`src/rtl/i2s_msb_channel_receiver.sv`:
```
// Purpose : deserialises an MSB-first serial frame stream into a circular buffer of 256-bit frames.
// Latency : bit k is sampled 2 clocks into its 4-clock slot and written to the buffer on the next clock; frame_done_o follows the last write by one clock.
// Backpr. : none; the serial stream cannot be stalled. The buffer wraps over the oldest frame, and reads never block writes.
//
// Ports
//   clk_x4_i              sole clock, 4x the serial bit rate
//   rst_n_i               synchronous active-low reset (does not clear buffer contents)
//   i2s_running_i         high while a frame stream is present; low means idle or abort
//   i2s_data_i            serial data, each bit held for 4 clocks
//   read_addr_i           buffer read address
//   read_data_o           buffer read data, valid one clock after read_addr_i
//   ram_write_addr_o      write address {frame_ptr, bit_idx}; {frame_ptr, 8'hFF} when idle
//   ram_write_en_o        write strobe, high for one clock per received bit
//   ram_write_data_o      write data
//   last_good_frame_idx_o index of the most recently completed frame
//   good_frame_valid_o    sticky, high once any frame has completed since reset
//   frame_done_o          one-clock pulse per completed frame
module i2s_msb_channel_receiver #(
    parameter int CIRC_BUF_BITS = 3,
    parameter int AW            = CIRC_BUF_BITS + 8
) (
    input  logic                     clk_x4_i,
    input  logic                     rst_n_i,
    input  logic                     i2s_running_i,
    input  logic                     i2s_data_i,
    input  logic [AW-1:0]            read_addr_i,
    output logic                     read_data_o,
    output logic [AW-1:0]            ram_write_addr_o,
    output logic                     ram_write_en_o,
    output logic                     ram_write_data_o,
    output logic [CIRC_BUF_BITS-1:0] last_good_frame_idx_o,
    output logic                     good_frame_valid_o,
    output logic                     frame_done_o
);

    typedef enum logic {
        S_IDLE    = 1'b0,
        S_CAPTURE = 1'b1
    } state_t;

    state_t                   state, state_nxt;
    logic [1:0]               phase, phase_nxt;
    logic [7:0]               bit_idx, bit_idx_nxt;
    logic [CIRC_BUF_BITS-1:0] frame_ptr, frame_ptr_nxt;
    logic [AW-1:0]            wr_addr_nxt;
    logic                     wr_en_nxt;
    logic                     wr_data_nxt;
    logic [CIRC_BUF_BITS-1:0] last_good_nxt;
    logic                     good_valid_nxt;
    logic                     frame_done_nxt;

    // Frame buffer: no reset, so captured frames survive a reset.
    logic mem [0:(1<<AW)-1];

    always_ff @(posedge clk_x4_i) begin
        if (ram_write_en_o) begin
            mem[ram_write_addr_o] <= ram_write_data_o;
        end
        // Non-blocking read returns the pre-write value on a same-address collision.
        read_data_o <= mem[read_addr_i];
    end

    always_ff @(posedge clk_x4_i) begin
        if (!rst_n_i) begin
            state                 <= S_IDLE;
            phase                 <= 2'd0;
            bit_idx               <= 8'd0;
            frame_ptr             <= '0;
            ram_write_addr_o      <= AW'(8'hFF);
            ram_write_en_o        <= 1'b0;
            ram_write_data_o      <= 1'b0;
            last_good_frame_idx_o <= '0;
            good_frame_valid_o    <= 1'b0;
            frame_done_o          <= 1'b0;
        end else begin
            state                 <= state_nxt;
            phase                 <= phase_nxt;
            bit_idx               <= bit_idx_nxt;
            frame_ptr             <= frame_ptr_nxt;
            ram_write_addr_o      <= wr_addr_nxt;
            ram_write_en_o        <= wr_en_nxt;
            ram_write_data_o      <= wr_data_nxt;
            last_good_frame_idx_o <= last_good_nxt;
            good_frame_valid_o    <= good_valid_nxt;
            frame_done_o          <= frame_done_nxt;
        end
    end

    always_comb begin
        state_nxt      = state;
        phase_nxt      = phase;
        bit_idx_nxt    = bit_idx;
        frame_ptr_nxt  = frame_ptr;
        wr_addr_nxt    = ram_write_addr_o;
        wr_en_nxt      = 1'b0;
        wr_data_nxt    = ram_write_data_o;
        last_good_nxt  = last_good_frame_idx_o;
        good_valid_nxt = good_frame_valid_o;
        frame_done_nxt = 1'b0;

        case (state)
            S_IDLE: begin
                wr_addr_nxt = {frame_ptr, 8'hFF};
                if (i2s_running_i) begin
                    state_nxt   = S_CAPTURE;
                    phase_nxt   = 2'd0;
                    bit_idx_nxt = 8'd0;
                end
            end

            S_CAPTURE: begin
                // The buffer write happens on this edge regardless of
                // i2s_running_i, so a frame whose last bit is being written
                // now is complete even if the stream drops at the same edge.
                if (ram_write_en_o) begin
                    bit_idx_nxt = bit_idx + 8'd1;
                    if (bit_idx == 8'hFF) begin
                        frame_done_nxt = 1'b1;
                        last_good_nxt  = frame_ptr;
                        good_valid_nxt = 1'b1;
                        frame_ptr_nxt  = frame_ptr + CIRC_BUF_BITS'(1);
                    end
                end

                if (i2s_running_i) begin
                    phase_nxt = phase + 2'd1;
                    // Phase 1 -> 2 is the middle of the 4-clock bit slot.
                    // The write strobe is never high here, so frame_ptr is stable.
                    if (phase == 2'd1) begin
                        wr_en_nxt   = 1'b1;
                        wr_data_nxt = i2s_data_i;
                        wr_addr_nxt = {frame_ptr, bit_idx};
                    end
                end else begin
                    // Abort: a partial frame is discarded by leaving frame_ptr
                    // unchanged, so the next capture overwrites it from bit 0.
                    state_nxt   = S_IDLE;
                    phase_nxt   = 2'd0;
                    bit_idx_nxt = 8'd0;
                    wr_addr_nxt = {frame_ptr_nxt, 8'hFF};
                end
            end

            default: begin
                state_nxt = S_IDLE;
            end
        endcase
    end

endmodule

```
`config.mk`:
```
export PLATFORM = sky130hd
export DESIGN_NAME = i2s_msb_channel_receiver
export DESIGN_NICKNAME = d
export VERILOG_FILES = /design/src/rtl/i2s_msb_channel_receiver.sv
export SDC_FILE = /design/constraint.sdc
export NUM_CORES = 2
export LEC_CHECK = 0
export ABC_AREA = 1
export CELL_PAD_IN_SITES_DETAIL_PLACEMENT = 1
export CELL_PAD_IN_SITES_GLOBAL_PLACEMENT = 2
export CORE_MARGIN = 2
export CORE_UTILIZATION = 42
export DETAILED_ROUTE_END_ITERATION = 16
export PLACE_DENSITY_LB_ADDON = 0.1
export SLEW_MARGIN = 20
export SYNTH_ARGS = -nofsm -noshare
export SYNTH_HDL_FRONTEND = slang
export SYNTH_SLANG_ARGS = --single-unit
```
`constraint.sdc`:
```
create_clock -name clk_x4_i -period 36.7 [get_ports clk_x4_i]
set_input_delay 7.34 -clock clk_x4_i [delete_from_list [all_inputs] [get_ports clk_x4_i]]
set_output_delay 7.34 -clock clk_x4_i [all_outputs]
set_load 0.02 [all_outputs]
```
==> flow_summary.toml <==
[synthesis]
synth_most_common_cell = "nand2_1"
ys_warn_count = 0
synth_edf_count = 2048
synth_top_area_cell = "edfxtp_1"
syn-cell-area_um2 = 93030
synth_cells = 9405
async_flop_share = 0
synth_area_leaders = "edfxtp_1, nand3_1, nand2_1"
synth_seq_area_share = 0.6682
synth_cell_types = 31
syn_nets = 9423
synth-seq-cells = 2081
synth-main-ff-cell = "edfxtp_1"
syn-mean-instance-area_um2 = 9.891
yosys.area.top_type_share = 0.6611
synth_common_cells = "nand2_1, nor2_1, nand3_1"

[global_route]
grt_overflow_total = 0
grt_max_degree = 263
antenna_found_initial = 9
grt_pass1_vias = 70590
grt_pass1_wl_um = 490200
grt_usage = 0.2983

[run_status]
status = "finished, final reports clean"

[cts]
postCtsResizedCells = 0
insertion_delay_ps = 900
ctsHoldBuffers = 0
cts_setup_buffers = 0
cts_buffers = 227
clk_pin_slew_ps = 60
clockRootBuffer = "clkbuf_16"
cts_buffer_depth = 3
clock-sinks = 2081
cts_tree = "built"
cts_max_level = 4

[worst_setup_path]
crit_path_frequent_cell = "nand3_1"
start_kind = "primary input"
critPathArrivalTime_ps = 12440
worst_path_max_delay_cell = "buf_4"
path_buf_inv = 6
slowest_delay_ps = 700
crit_chain = "buf_8 > inv_16 > buf_4 > buf_4 > buf_4 > buf_4 > nand2_1 > nand3_1 > nand3_1 > nand3_1 > nand3_1 > nand3_1 > nand3_1 > nand3_1 > nand3_1 > nand3_1 > nand3_1 > nand2_1"
cp_max_fo = 174
cp-end-kind = "register"
crit_type = "primary input to register"
crit_required_ps = 37540
cp_top_family = "buffers and inverters"

[placement]
globalplace.congestion = 0.7752
place_ws_ps = 24280
dp_hpwl_um = 162900
numPortBuffers = 33
dp.cells = 11690

[sta]
max_slew_margin = 0.1920
tightest_slew_ps = 1212
min_period_over_period = 0.3159
finalSetupViolCount = 0
fin_crit_ps = 11590
post-route-worst-setup-slack_ps = 25110
final.setup.tns_ps = 0
slew_viol_final = 0
rsz0062_at_grt = "false"
whs_ps = 473.0
max_freq_mhz = 86.25
hold_violations = 0
skew_ps = 35.92

[drt]
drc = 0
vias = 69990
wl_per_cell_um = 27.90
dr.first_iter.drc_count = 7028
vias_per_cell = 5.776
ant_nets = 0
wirelength_um = 338000
firstDrtPassIters = 8

[power]
finalPower_uw = 4992
power.leakage_uw = 0.03350
p_per_area_nw_per_um2 = 49.03
irDropWorstVdd_uv = 57.92

[die]
core_um2 = 219900
fp.dieH_um = 474.6
io_pins = 34
initial_core_util = 0.4230
die_area_um2 = 225300
dieWidth_um = 474.6
rows = 172

[finish]
fillCellCount = 24330
area_delta_synth_final_pct = 9.447
num-nets-final = 8981
drive_gt1_frac = 0.05834
seqCellArea_um2 = 62170
final_cells = 12120
multi_input_area_um2 = 27260

[run]
drv_cap = 0

[worst_hold_path]
hold_path_class = "register to register"
power breakdown:
group / switching (µW) / internal, µW / total [µW]
Sequential: 1.10 / 2570 / 2580
Clock: 967 / 1190 / 2160
Combinational: 195 / 62.2 / 257
routing by layer:
metal,GRT usage,wire (µm),part of all wire
met1,0.3995,143900,0.43
met2,0.5059,164600,0.49
met3,0.03916,19570,0.058
met4,0.08803,9877,0.029
met5,0,0,0
tightest hold or removal path: stages (launching register included):
cell and delay (ps):
dfxtp_1 310, nand2_1 60, a21oi_1 60
worst paths after layout:
check,start,endpoint,slack (ps),cells past startpoint
worst min-delay path,bit_idx[7]$_SDFFE_PN0P_,bit_idx[7]$_SDFFE_PN0P_,470,2
worst max register to register,ram_write_data_o$_SDFFE_PN0P_,mem[2011]$_DFFE_PP_,31690,5
worst min register to register,bit_idx[7]$_SDFFE_PN0P_,bit_idx[7]$_SDFFE_PN0P_,470,2
worst max-delay path,read_addr_i[0],read_data_o$_DFF_P_,25110,18
registers in the layout, summed over array words and instances (netlist names):
name / cells
good_frame_valid_o: 1
phase: 2
state: 1
last_good_frame_idx_o: 3
frame_done_o: 1
ram_write_data_o: 1
read_data_o: 1
ram_write_en_o: 1
bit_idx: 8
frame_ptr: 3
ram_write_addr_o: 11
mem: 2048
cells by family (layout without fill, tap and decap cells):
family	Yosys count	in the layout	share of synthesized area
buf+inv	922	670	0.04397
xor+xnor	3	3	0.0002825
flops	2081	2081	0.6682
simple gates	6355	6355	0.2845
compound gates	41	41	0.002663
other cells	0	5	0
fa+ha+maj	3	3	0.0004035
through the flow:
step                  util  instance area, µm²
finish              0.4629              101800
global route        0.4629              101800
CTS                 0.4622              101700
detailed placement  0.4312               94850
global placement    0.4312               94840
floorplan                -               93030
cell usage in the layout (no fill, tap or decap), drive strengths merged, types with 5 or more instances in the layout:
cell and instances:
inv 87, dfxtp 33, edfxtp 2048, clkbuf 303
nand2 2174, a32oi 5, buf 142, clkinv 105
bufinv 5, o21ai 11, nand3 2051, nor3 24
diode 5, clkdlybuf4s50 25, nor2 2104, a21oi 14
cell type report:
class	count	share of cell area
flip-flops and latches	2081	0.6106
diodes	5	0.0001229
inverters	83	0.003465
well taps	2958	0.03635
multi-input cells	6402	0.2677
repair buffers	168	0.01489
clock inverters	117	0.006968
clock buffers	302	0.05990
Power figures use the tool's default switching activity.
